==> config.mk <==
export PLATFORM = sky130hd
export DESIGN_NAME = diff_in_receiver
export DESIGN_NICKNAME = d
export VERILOG_FILES = /design/src/rtl/diff_in_receiver.sv
export SDC_FILE = /design/constraint.sdc
export NUM_CORES = 1
export LEC_CHECK = 0
export CAP_MARGIN = 20
export CORE_UTILIZATION = 64
export DETAILED_ROUTE_END_ITERATION = 7
export DONT_BUFFER_PORTS = 1
export GPL_ROUTABILITY_DRIVEN = 0
export PLACE_DENSITY = 0.8
export SYNTH_ARGS = -nofsm -noshare
export SYNTH_HDL_FRONTEND = slang
export SYNTH_SLANG_ARGS = --single-unit
==> constraint.sdc <==
create_clock -name clk -period 3.8 [get_ports clk]
set_clock_uncertainty 0.05 [all_clocks]
set_input_delay 0.19 -clock clk [delete_from_list [all_inputs] [get_ports clk]]
set_output_delay 0.19 -clock clk [all_outputs]
set_load 0.05 [all_outputs]
==> src/rtl/diff_in_receiver.sv <==
// Differential pad receiver: synchronizes diff_p/diff_n, glitch-filters the level, flags p==n, pulses on edges.
// Build option: define DIFF_RX_IBUFDS_EN to take the pads through an IBUFDS into a single sync chain.
module diff_in_receiver #(
    parameter int SYNC_STAGES = 2,
    parameter int FILTER_LEN  = 3,
    parameter int INVALID_LEN = 4,
    parameter int CNT_W       = 8
) (
    input  logic             clk,
    input  logic             rst_n,
    input  logic             diff_p,
    input  logic             diff_n,
    input  logic             clr_count,
    output logic             data,
    output logic             rise,
    output logic             fall,
    output logic             invalid,
    output logic [CNT_W-1:0] edge_count
);

    localparam int FILT_W = $clog2(FILTER_LEN + 1);
    localparam int INV_W  = $clog2(INVALID_LEN + 1);
    localparam logic [FILT_W-1:0] FILT_LAST = FILT_W'(FILTER_LEN - 1);
    localparam logic [INV_W-1:0]  INV_MAX   = INV_W'(INVALID_LEN);
    localparam logic [CNT_W-1:0]  CNT_MAX   = '1;

    logic              sp;
    logic              valid;
    logic              toggle;
    logic [FILT_W-1:0] filt_cnt;
    logic [INV_W-1:0]  inv_cnt;

`ifdef DIFF_RX_IBUFDS_EN
    logic                   pad_se;
    logic [SYNC_STAGES-1:0] sync_se;

    IBUFDS u_ibufds (
        .I  (diff_p),
        .IB (diff_n),
        .O  (pad_se)
    );

    always_ff @(posedge clk or negedge rst_n) begin
        if (!rst_n) sync_se <= '0;
        else        sync_se <= {sync_se[SYNC_STAGES-2:0], pad_se};
    end

    assign sp    = sync_se[SYNC_STAGES-1];
    assign valid = 1'b1;
`else
    logic [SYNC_STAGES-1:0] sync_p;
    logic [SYNC_STAGES-1:0] sync_n;

    // Legs reset to the idle "logic 0" pair (p=0, n=1) so release never looks like p==n.
    always_ff @(posedge clk or negedge rst_n) begin
        if (!rst_n) begin
            sync_p <= '0;
            sync_n <= '1;
        end else begin
            sync_p <= {sync_p[SYNC_STAGES-2:0], diff_p};
            sync_n <= {sync_n[SYNC_STAGES-2:0], diff_n};
        end
    end

    assign sp    = sync_p[SYNC_STAGES-1];
    assign valid = sync_p[SYNC_STAGES-1] ^ sync_n[SYNC_STAGES-1];
`endif

    assign toggle = valid && (sp != data) && (filt_cnt == FILT_LAST);

    // Illegal samples freeze the filter rather than resetting it.
    always_ff @(posedge clk or negedge rst_n) begin
        if (!rst_n) begin
            filt_cnt <= '0;
            data     <= 1'b0;
            rise     <= 1'b0;
            fall     <= 1'b0;
        end else begin
            rise <= 1'b0;
            fall <= 1'b0;
            if (valid) begin
                if (sp == data) begin
                    filt_cnt <= '0;
                end else if (toggle) begin
                    filt_cnt <= '0;
                    data     <= sp;
                    rise     <= sp;
                    fall     <= ~sp;
                end else begin
                    filt_cnt <= filt_cnt + FILT_W'(1);
                end
            end
        end
    end

    always_ff @(posedge clk or negedge rst_n) begin
        if (!rst_n) begin
            inv_cnt <= '0;
            invalid <= 1'b0;
        end else if (valid) begin
            inv_cnt <= '0;
            invalid <= 1'b0;
        end else begin
            if (inv_cnt != INV_MAX) inv_cnt <= inv_cnt + INV_W'(1);
            invalid <= (inv_cnt >= INV_MAX - INV_W'(1));
        end
    end

    // Counted on the same edge the pulse is launched, so a clear sampled there wins.
    always_ff @(posedge clk or negedge rst_n) begin
        if (!rst_n)                             edge_count <= '0;
        else if (clr_count)                     edge_count <= '0;
        else if (toggle && edge_count != CNT_MAX) edge_count <= edge_count + CNT_W'(1);
    end

endmodule

**After elaboration in Yosys (flattened, before gate mapping)**

Index checks and enable logic that the tools add are counted.

- Register bits after elaboration: 21
- Bits of input ports: 5
- Output and inout bits: 12
- Logic and storage cells: 40

- Add/sub/neg operators: 3
- Magnitude comparators: 1
- Equal/unequal tests: 5
- Mux-type cells: 13
- Bitwise operators: 3
- Reductions and logical operators: 6

Operators with widths:

| operator | number |
|---|---|
| $mux W8 | 2 |
| $add A8 B1 Y8 const B | 1 |
| $ne A8 B8 Y1 const B | 1 |
| $mux W1 | 7 |
| $mux W3 | 2 |
| $mux W2 | 2 |
| $reduce_bool A2 Y1 | 2 |
| $add A3 B1 Y3 const B | 1 |
| $ge A3 B2 Y1 const B | 1 |
| $logic_and A1 B1 Y1 | 3 |
| $ne A3 B3 Y1 const B | 1 |
| $reduce_and A3 Y1 | 1 |
| $add A2 B1 Y2 const B | 1 |
| $eq A2 B2 Y1 const B | 1 |
| $not A1 Y1 | 2 |
| $eq A1 B1 Y1 | 1 |
| $ne A1 B1 Y1 | 1 |
| $xor A1 B1 Y1 | 1 |

**Logic depth before layout (Yosys ltp)**

Gate-level depths: netlist (run 1).

- Depth after elaboration: 6
- Mapped depth: 5
- Gate-level depth less buffers: 5

**Least setup slack after synthesis (run 1)**

OpenSTA, ideal clock, no wires.

- Kind: register to register
- Start: register data
- End: register edge_count[5]
- Library setup time: 78 ps
- Data arrival time: 1993 ps
- Data required time: 3672 ps
- Setup slack: 1679 ps
- Stages on the path, launching flop included: 5
- Path buffers: 0
- Period minus slack after synthesis: 2121 ps
- Cells stage by stage: dfrtp_1 or3b_4 a2111o_1 or3_1 a21oi_1

- Word-level cells in the longest chain between the ends: 5

Ends and longest elaborated chain:

| item | line | RTL |
|---|---|---|
| from (decl) | 14 | `output logic data,` |
| from (signal assigned) | 86 | `data <= sp;` |
| $ne A1 B1 Y1 | 69 | `assign toggle = valid && (sp != data) && (filt_cnt == FILT_LAST);` |
| $logic_and A1 B1 Y1 (2 in series) | 69 |  |
| $logic_and A1 B1 Y1 | 113 | `else if (toggle && edge_count != CNT_MAX) edge_count <= edge_count + CNT_W'(1);` |
| $reduce_bool A2 Y1 (no line) | n/a |  |
| to (signal assigned) | 113 |  |
| to (decl) | 18 | `output logic [CNT_W-1:0] edge_count` |

No other way between the ends.
A chain may end at the register's enable or synchronous reset.

**Worst setup path in the final report (run 1)**

Same ends and word-level chain as after synthesis.

==> results_dict.tcl, run 1 <==
set metrics [dict create \
    run_status "complete, no violations" \
    num-fill-cells 104 \
    final.min_clock_period_ps 2250 \
    achievable-frequency_mhz 444.4 \
    timing.final.hold_violations 0 \
    die-area_mm2 0.001769 \
    final_max_slew_viol_count 0 \
    placement_rows 14 \
    worst_setup_path_end_kind "flip-flop" \
    power.total_uw 541.7 \
    dr_total_vias 736 \
    finalSetupViolCount 0 \
    synth_simple_gate_area_share_pct 24.12 \
    path_class "reg2reg" \
    pin_count_of_the_biggest_net_entering_global_routing 22 \
    clk_pin_slew_worst_paths_ps 110 \
    finish.net_count 115 \
    dp_hpwl_mm 1.197 \
    worst_ep_required_time_ps 3980 \
    post_synth_fa_ha_maj_area_fraction_pct 4.872 \
    syn_area_mm2 0.001027 \
    postSynthCellCount 100 \
    final_cell_area_mm2 0.001096 \
    fin_cells 121 \
    postCtsSetupBuffers 0 \
    cap_violations 0 \
    htree_num_levels 1 \
    syn-num-nets 109 \
    synthMuxAreaShare_pct 3.167 \
    clock_sinks 21 \
    post_synth_num_cell_types 32 \
    port_buffers 0 \
    clock_insertion_delay_worst_skew_ps 290 \
    initial_antenna_violation_count 0 \
    ys_warn_count 0 \
    critical_path_peak_fanout 8 \
    first_pass_grt_wire_length_mm 2.856 \
    synth_area_in_compound_gates_pct 11.08 \
    power_per_cell_area_mw_per_mm2 494.3 \
    routedWlPerCell_um 13.64 \
    unrepaired_setup_endpoints_after_global_routing "no" \
    cp_data_arrival_time_ps 2430 \
    synth.avg_cell_area_um2 10.27 \
    worst_ir_drop_vdd_mv 0.4014 \
    slew_headroom_pct 40.83 \
    fin_worst_hold_slack_ps 18.06 \
    timing.critical_path.slowest_cell_delay_ps 630 \
    power.leakage_nw 0.4647 \
    grt.overflow.total 0 \
    floorplan.io_pins 17 \
    clk_path_buf_depth 2 \
    max_slew.worst_pin.slew_ps 884.6 \
    min-delay-path-class "in2reg" \
    die_y_um 42.07 \
    place.detailed.instances 113 \
    die_w_um 42.07 \
    layout-drive-gt1-share_pct 9.524 \
    routed_wl_mm 1.651 \
    global_routing_usage_summed_across_all_routing_layers_pct 21.47 \
    synth-xor-area-share_pct 1.705 \
    clock_tree.root_cell "sky130_fd_sc_hd__clkbuf_4" \
    critical-path-slowest-cell "sky130_fd_sc_hd__dfrtp_1" \
    tritoncts.num_buffers 3 \
    synthToLayoutAreaGrowth_pct 6.699 \
    synth_sequential_area_ratio_pct 51.40 \
    cts-resized-gates 0 \
    route.antenna.remaining_nets 0 \
    placed_cell_area_mm2 0.001028 \
    cts_hold_buf 4 \
    starting_drc_count_in_detailed_routing 18 \
    postSynthRegisterBits 21 \
    setup.worst_path.start_class "flip-flop" \
    core_mm2 0.001506 \
    layout_worst_path_cycle_share_pct 59.21 \
    starting_density_of_the_core_pct 68.19 \
    synth_top_family_by_area "simple AND/OR/NAND/NOR gates" \
    tritoncts_clock_tree "built" \
    setup_tns_ps 0 \
    post-route-drc-count 0 \
    first_drt_pass_iteration_count 4 \
    detail_route.vias_per_cell 6.083 \
    grt_pass1_vias 668 \
    antenna-diode-count 0 \
    crit_path_cells "or3b_4 > a2111o_1 > or3_1 > a21oi_1" \
]
-- placed cells by master (no fill, tap or decap), types with 3 or more instances in the layout --
cell type / Yosys / final
sky130_fd_sc_hd__nor2_1: 12 / 12
sky130_fd_sc_hd__and3_1: 3 / 3
sky130_fd_sc_hd__dlygate4sd3_1: 0 / 4
sky130_fd_sc_hd__ha_1: 4 / 4
sky130_fd_sc_hd__dfrtp_1: 19 / 19
sky130_fd_sc_hd__a21oi_1: 10 / 10
sky130_fd_sc_hd__nor2b_1: 4 / 4
sky130_fd_sc_hd__inv_1: 5 / 5
sky130_fd_sc_hd__clkbuf_4: 0 / 3
sky130_fd_sc_hd__nand3_1: 3 / 3
sky130_fd_sc_hd__nand2b_1: 3 / 3
sky130_fd_sc_hd__nand2_1: 4 / 4
sky130_fd_sc_hd__nor3_1: 4 / 4
-- synth_stat cells (all sizes together) --
master | count | area [um^2]
dfrtp | 19 | 475.5
nor2 | 12 | 45.04
a21oi | 10 | 50.05
inv | 5 | 18.77
ha | 4 | 50.05
nand2 | 4 | 15.01
nor2b | 4 | 25.02
nor3 | 4 | 20.02
and3 | 3 | 18.77
nand2b | 3 | 18.77
nand3 | 3 | 15.01
a2111o | 2 | 22.52
clkbuf | 2 | 7.510
dfstp | 2 | 52.55
mux2 | 2 | 22.52
nor4b | 2 | 17.52
nor4bb | 2 | 20.02
o21ai | 2 | 10.01
or3 | 2 | 12.51
a2111oi | 1 | 8.760
a211oi | 1 | 7.510
and4 | 1 | 8.760
buf | 1 | 11.26
mux2i | 1 | 10.01
nand3b | 1 | 7.510
nand4 | 1 | 6.260
o211ai | 1 | 7.510
o31ai | 1 | 7.510
or2 | 1 | 6.260
or3b | 1 | 11.26
xnor2 | 1 | 8.760
xor2 | 1 | 8.760
-- where the power goes --
group	switching (mW)	internal [mW]	total, mW
logic	0.0494	0.0499	0.0993
clock network	0.0644	0.0392	0.104
registers	0.0835	0.255	0.339
total	0.197	0.344	0.542
-- critical path, delay by kind of cell (launching register included) --
family             cells  cell delay (ps)
DFF                    1              630
AOI/OAI and AO/OA      2              630
and+or+nand+nor        2              860
-- per-stage QoR --
stage / setup slack [ps] / util (%)
finish: 1550 / 72.76
global route: 1454 / 72.76
CTS: 1544 / 72.76
detailed placement: 1582 / 68.27
global placement: 1620 / 68.27
floorplan: 1679 / -
-- layout make-up --
| type | instances | area (um^2) | share of cell area [%] |
|---|---|---|---|
| flip-flops and latches | 21 | 528.0 | 48.17 |
| clock inverters | 1 | 5.005 | 0.4566 |
| clock buffers | 3 | 22.52 | 2.055 |
| multi-input cells | 71 | 461.7 | 42.12 |
| repair buffers | 4 | 40.04 | 3.653 |
| well taps | 16 | 20.02 | 1.826 |
| inverters | 5 | 18.77 | 1.712 |
-- sequential cells by signal, indices dropped and copies added, names as in the netlist --
| signal | cells |
|---|---|
| invalid | 1 |
| data | 1 |
| sync_n | 2 |
| fall | 1 |
| edge_count | 8 |
| filt_cnt | 2 |
| rise | 1 |
| sync_p | 2 |
| inv_cnt | 3 |
-- final timing paths --
check / startpoint / to / slack (ps) / cells past startpoint
setup / recovery: data$_DFFE_PN0P_ / edge_count[5]$_DFFE_PN0P_ / 1550 / 4
hold / removal: clr_count / edge_count[1]$_DFFE_PN0P_ / 20 / 2
setup reg to reg: data$_DFFE_PN0P_ / edge_count[5]$_DFFE_PN0P_ / 1550 / 4
hold reg to reg: sync_n[0]$_DFF_PN1_ / sync_n[1]$_DFF_PN1_ / 320 / 0
max in group asynchronous: rst_n / edge_count[4]$_DFFE_PN0P_ / 2760 / 1
min in group asynchronous: rst_n / filt_cnt[1]$_DFFE_PN0P_ / 400 / 1
-- logic make-up (layout without fill, tap and decap cells) --
family	count (synthesis)	after routing
mux	3	3
simple gates	44	44
xor+xnor	2	2
compound gates	18	18
fa+ha+maj	4	4
buf+inv	8	13
flops	21	21
-- per-layer routing --
metal	track usage, %	vias to the layer above	part of all wire (%)
met2	33.44	19	47
met1	29.02	342	48
met4	11.25	0	0.61
li1	-	373	-
met5	0	-	0
met3	3.448	2	3.9
No activity file was read; power rests on OpenSTA's default activity.
==> run 2: changes to the inputs <==
CORE_UTILIZATION = 60   (was 64)
PLACE_DENSITY = 0.76   (was 0.8)
clock period = 2.2 ns   (was 3.8 ns; I/O delays follow)
==> results_dict.tcl, run 2 (synthesis gave the netlist of run 1 again) <==
set metrics [dict create \
    final_cell_area_mm2 0.001171 \
    first_drt_pass_iteration_count 6 \
    tritoncts_clock_tree "built" \
    violated_checks "DRC" \
    setup_tns_ps 0 \
    critical_path_peak_fanout 7 \
    slew_headroom_pct 38.59 \
    timing.final.hold_violations 0 \
    clk_pin_slew_worst_paths_ps 120 \
    port_buffers 0 \
    multi_input_gate_area_in_the_final_layout_um2 461.7 \
    starting_density_of_the_core_pct 65.89 \
    achievable-frequency_mhz 514.0 \
    crit_path_cells "or3b_4 > a2111o_1 > or3_1 > a21oi_1" \
    worst_setup_path_end_kind "flip-flop" \
    global_routing_usage_summed_across_all_routing_layers_pct 22.55 \
    initial_antenna_violation_count 0 \
    grt.overflow.total 0 \
    routedWlPerCell_um 13.51 \
    dp_hpwl_mm 1.279 \
    finalSetupViolCount 0 \
    layout-drive-gt1-share_pct 17.39 \
    largest_registers "edge_count (8), inv_cnt (3)" \
    pin_count_of_the_biggest_net_entering_global_routing 22 \
    power.total_uw 961.1 \
    mostFrequentLayoutCells "19 x sky130_fd_sc_hd__dfrtp_1, 12 x sky130_fd_sc_hd__nor2_1, 10 x sky130_fd_sc_hd__a21oi_1, 10 x sky130_fd_sc_hd__buf_4, 5 x sky130_fd_sc_hd__inv_1" \
    starting_drc_count_in_detailed_routing 18 \
    clock_insertion_delay_worst_skew_ps 290 \
    worst_ep_required_time_ps 2380 \
    finish.net_count 125 \
    synthToLayoutAreaGrowth_pct 14.01 \
    postCtsSetupBuffers 0 \
    placed_cell_area_mm2 0.001104 \
    post-route-drc-count 2 \
    timing.rr.end "edge_count[5]$_DFFE_PN0P_" \
    dr_total_vias 776 \
    first_pass_grt_wire_length_mm 3.056 \
    floorplan.io_pins 17 \
    worst_hold_path.num_cells 2 \
    max_ffs_per_register 8 \
    worst_ir_drop_vdd_mv 0.6939 \
    reg2reg_setup_slack_ps 250 \
    path_class "reg2reg" \
    num-fill-cells 108 \
    route.antenna.remaining_nets 0 \
    tritoncts.num_buffers 3 \
    detail_route.vias_per_cell 5.924 \
    clock_tree.root_cell "sky130_fd_sc_hd__clkbuf_4" \
    placement_rows 14 \
    final_max_slew_viol_count 0 \
    power.leakage_nw 0.5180 \
    registers.top_by_ff_count "edge_count" \
    fin_cells 131 \
    most_common_cell_after_layout_fill_and_taps_aside "sky130_fd_sc_hd__dfrtp_1" \
    cp_data_arrival_time_ps 2120 \
    run_status "finished, violations left" \
    unrepaired_setup_endpoints_after_global_routing "no" \
    final.min_clock_period_ps 1946 \
    place.detailed.instances 123 \
    antenna-diode-count 0 \
    min-delay-start "clr_count" \
    max_slew.worst_pin.slew_ps 918.1 \
    critical-path-slowest-cell "sky130_fd_sc_hd__a2111o_1" \
    grt_pass1_vias 705 \
    die_y_um 43.38 \
    whs_endpoint "edge_count[0]$_DFFE_PN0P_" \
    clock_sinks 21 \
    routed_wl_mm 1.770 \
    htree_num_levels 1 \
    power_per_cell_area_mw_per_mm2 820.7 \
    reg2reg_from "sync_n[1]$_DFF_PN1_" \
    fin_worst_hold_slack_ps 8.787 \
    setup.worst_path.start_class "flip-flop" \
    min-delay-path-class "in2reg" \
    core_mm2 0.001559 \
    regArea_um2 528.0 \
    layout_worst_path_cycle_share_pct 88.44 \
    clk_path_buf_depth 2 \
    die-area_mm2 0.001881 \
    number_of_cells_on_the_worst_reg_to_reg_path 4 \
    timing.critical_path.slowest_cell_delay_ps 490 \
    die_w_um 43.38 \
    cap_violations 0 \
]
-- run 2: power breakdown --
part	leakage, nW	switching (mW)	internal, mW
logic	0.228	0.150	0.103
clock network	0.0177	0.114	0.0676
registers	0.273	0.0849	0.442
total	0.518	0.349	0.613
-- run 2: per-stage QoR --
stage	setup slack (ps)	util, %
floorplan	79.18	-
global placement	316.0	70.79
detailed placement	303.9	70.79
CTS	260.8	75.12
global route	166.7	75.12
finish	254.4	75.12
-- run 2: final cells by class --
class | count | area share (%)
flip-flops and latches | 21 | 45.09
clock inverters | 1 | 0.4274
clock buffers | 3 | 1.923
repair buffers | 14 | 9.829
multi-input cells | 71 | 39.42
inverters | 5 | 1.603
well taps | 16 | 1.709
-- run 2: repair_timing --
item,in CTS,in global routing
endpoints found under the hold margin,30,0
hold buffers,4,0
resized for setup,0,0
-- run 2: worst max-delay path by stage --
stage                     depth (start not counted)  slack, ps                 from                   endpoint
after floorplan                                   4         80     data$_DFFE_PN0P_  edge_count[5]$_DFFE_PN0P_
after global placement                            4        320  sync_n[1]$_DFF_PN1_  edge_count[5]$_DFFE_PN0P_
after detailed placement                          4        300  sync_n[1]$_DFF_PN1_  edge_count[5]$_DFFE_PN0P_
after CTS                                         4        260  sync_n[1]$_DFF_PN1_  edge_count[5]$_DFFE_PN0P_
after global routing                              4        170  sync_n[1]$_DFF_PN1_  edge_count[3]$_DFFE_PN0P_
final                                             4        250  sync_n[1]$_DFF_PN1_  edge_count[5]$_DFFE_PN0P_
-- run 2: worst max-delay path, delay by kind of cell, from the launching register on --
kind / cells / cell delay, ps
AO/OA/AOI/OAI: 2 / 630
flip-flops: 1 / 420
AND/OR/NAND/NOR: 2 / 780
-- run 2: metal layers --
| layer | track usage [%] | part of all wire, % |
|---|---|---|
| met5 | 0 | 0 |
| met4 | 11.88 | 1.5 |
| met3 | 2.917 | 5.6 |
| met2 | 33.33 | 45 |
| met1 | 32.77 | 48 |
==> run 3: changes to the inputs <==
ABC_AREA = 1   (was not set)
SKIP_CTS_REPAIR_TIMING = 1   (was not set)
==> results_dict.tcl, run 3 <==
set metrics [dict create \
    run_status "finished, violations left" \
    violated_checks "hold timing" \
    starting_density_of_the_core_pct 66.31 \
    fin_worst_hold_slack_ps -8.261 \
    synth_top_area_share_pct 46.51 \
    tritoncts_clock_tree "built" \
    post_synth_num_cell_types 18 \
    multi_input_gate_area_in_the_final_layout_um2 430.4 \
    num-fill-cells 113 \
    max_slew.worst_pin.slew_ps 890.1 \
    worst_ir_drop_vdd_mv 0.5820 \
    pin_count_of_the_biggest_net_entering_global_routing 22 \
    path_class "reg2reg" \
    worstPathBufferInverterCount 0 \
    slew_headroom_pct 40.46 \
    syn_area_mm2 0.001022 \
    floorplan.io_pins 17 \
    routedWlPerCell_um 11.53 \
    cp_data_arrival_time_ps 1720 \
    setup.worst_path.start_class "flip-flop" \
    die_w_um 43.28 \
    clk_path_buf_depth 2 \
    first_drt_pass_iteration_count 4 \
    antenna-diode-count 0 \
    dp_hpwl_mm 1.296 \
    crit_path_cells "nand2_2 > nor2_2 > nand2_2 > nand3_4 > nand2_2 > nand2_1 > nand2_1" \
    synth.avg_cell_area_um2 8.519 \
    grt_pass1_vias 741 \
    synth_sequential_area_ratio_pct 51.65 \
    top_usage_layer "met2" \
    syn-num-nets 129 \
    postSynthCellCount 120 \
    core_mm2 0.001541 \
    die_y_um 43.28 \
    clock_insertion_delay_worst_skew_ps 300 \
    die-area_mm2 0.001873 \
    cap_violations 0 \
    critical_path_peak_fanout 10 \
    initial_antenna_violation_count 0 \
    critical-path-slowest-cell "sky130_fd_sc_hd__dfrtp_1" \
    synthMostInstantiatedCell "sky130_fd_sc_hd__nand2_1" \
    timing.critical_path.slowest_cell_delay_ps 730 \
    global_routing_usage_summed_across_all_routing_layers_pct 21.12 \
    unrepaired_setup_endpoints_after_global_routing "no" \
    final.min_clock_period_ps 1574 \
    synth_area_leader_cell "sky130_fd_sc_hd__dfrtp_1" \
    mostFrequentLayoutCells "28 x sky130_fd_sc_hd__nand2_1, 19 x sky130_fd_sc_hd__dfrtp_1, 15 x sky130_fd_sc_hd__nand3_1" \
    power.share.sequential_pct 54.1 \
    power_per_cell_area_mw_per_mm2 828.9 \
    post_synth_most_frequent_cells "28 x sky130_fd_sc_hd__nand2_1, 19 x sky130_fd_sc_hd__dfrtp_1, 15 x sky130_fd_sc_hd__nand3_1, 13 x sky130_fd_sc_hd__inv_1, 13 x sky130_fd_sc_hd__nor2_1" \
    registers.top_by_ff_count "edge_count" \
    first_pass_grt_wire_length_mm 2.946 \
    routed_wl_mm 1.741 \
    combPwrFrac_pct 27.5 \
    setup_tns_ps 0 \
    post-route-drc-count 0 \
    power.switching_uw 355.5 \
    achievable-frequency_mhz 635.3 \
    share_clk_of_total_power_pct 18.3 \
    placement_rows 14 \
    synthToLayoutAreaGrowth_pct 13.71 \
    synth.area.top_cells "sky130_fd_sc_hd__dfrtp_1 47%, sky130_fd_sc_hd__nand2_1 10%, sky130_fd_sc_hd__nand3_1 7.3%" \
    timing.final.hold_violations 4 \
    route.antenna.remaining_nets 0 \
    largest_registers "edge_count (8), inv_cnt (3)" \
    finalSetupViolCount 0 \
    max_ffs_per_register 8 \
    switching_share_pct 36.90 \
    postSynthRegisterBits 21 \
    met1_usage_pct 27.17 \
    post_synth_edffs 0 \
    min-delay-path-class "in2reg" \
    final_max_slew_viol_count 0 \
    grt.overflow.total 0 \
    globalRouteMet3Util_pct 4.681 \
    finish.net_count 145 \
    detail_route.vias_per_cell 5.344 \
    port_buffers 0 \
    final_cell_area_mm2 0.001162 \
    placed_cell_area_mm2 0.001095 \
    tritoncts.num_buffers 3 \
    async_flop_share_pct 100.0 \
    starting_drc_count_in_detailed_routing 19 \
    clock_sinks 21 \
    clock_tree.root_cell "sky130_fd_sc_hd__clkbuf_4" \
    worst_setup_path_end_kind "flip-flop" \
    top_family_by_delay_on_critical_path "flip-flops" \
    power.leakage_nw 0.6434 \
    regArea_um2 528.0 \
    worst_path_most_repeated_cell "sky130_fd_sc_hd__nand2_2" \
    most_common_flop_cell_mapped_by_yosys "sky130_fd_sc_hd__dfrtp_1" \
    clk_pin_slew_worst_paths_ps 110 \
    worst_ep_required_time_ps 2350 \
    intPower_uw 608.0 \
    layout_worst_path_cycle_share_pct 71.55 \
    layout-drive-gt1-share_pct 17.78 \
    dr_total_vias 807 \
    ys_warn_count 0 \
    most_common_cell_after_layout_fill_and_taps_aside "sky130_fd_sc_hd__nand2_1" \
    met2_track_usage_gr_pct 34.63 \
    htree_num_levels 1 \
]
## run 3: per-stage QoR
| step | std cells | util (%) | hold slack (ps) | total power [mW] | setup slack (ps) |
|---|---|---|---|---|---|
| after floorplan | 120 | - | -235.6 | 0.7218 | 514.6 |
| after global placement | 143 | 71.02 | -235.2 | 0.7709 | 685.6 |
| after detailed placement | 143 | 71.02 | -235.2 | 0.7835 | 638.5 |
| after CTS | 147 | 72.81 | -570.5 | 0.9600 | 622.2 |
| after global routing | 151 | 75.41 | 1.828 | 1.029 | 491.3 |
| final | 151 | 75.41 | -8.261 | 0.9634 | 625.9 |
## run 3: per-layer routing
layer	vias to the layer above	routed length [um]
met1	373	770
met5	-	0
met4	0	21
li1	410	-
met2	20	882
met3	4	68
## run 3: layout make-up
type,count,share of cell area [%]
flip-flops and latches,21,45.43
multi-input cells,82,37.03
repair buffers,11,7.966
inverters,17,5.490
clock buffers,3,1.938
well taps,16,1.722
clock inverters,1,0.4306
## run 3: path summary, 6_finish.rpt
path	startpoint	endpoint	depth (start not counted)	slack [ps]
worst min register to register	sync_p[0]$_DFF_PN0_	sync_p[1]$_DFF_PN0_	0	310
min in group asynchronous	rst_n	edge_count[7]$_DFFE_PN0P_	1	320
worst max register to register	edge_count[2]$_DFFE_PN0P_	edge_count[4]$_DFFE_PN0P_	7	630
worst max-delay path	edge_count[2]$_DFFE_PN0P_	edge_count[4]$_DFFE_PN0P_	7	630
max in group asynchronous	rst_n	inv_cnt[1]$_DFFE_PN0P_	1	1230
worst min-delay path	clr_count	edge_count[7]$_DFFE_PN0P_	3	-8
## run 3: power groups by stage
stage          logic, mW  clock network (mW)  registers [mW]
4_1_cts            0.255               0.183           0.522
3_3_place_gp       0.243                   0           0.527
3_5_place_dp       0.254                   0           0.530
5_1_grt            0.303               0.197           0.530
6_report           0.265               0.177           0.521
2_1_floorplan      0.145                   0           0.577
## run 3: kinds of logic after synthesis
| family | synth area share [%] |
|---|---|
| AOI/OAI and AO/OA | 6.365 |
| xor gates and xnor gates | 2.571 |
| adders and majority gates | 4.896 |
| buffers and inverters | 6.242 |
| DFF | 51.65 |
| and+or+nand+nor | 28.27 |
## run 3: worst register-to-register path, cell delays in order, from the launching register on
cell                      delay, ps
sky130_fd_sc_hd__dfrtp_1        730
sky130_fd_sc_hd__nand2_2        120
sky130_fd_sc_hd__nor2_2         160
sky130_fd_sc_hd__nand2_2        100
sky130_fd_sc_hd__nand3_4        140
sky130_fd_sc_hd__nand2_2         80
sky130_fd_sc_hd__nand2_1         70
sky130_fd_sc_hd__nand2_1         40
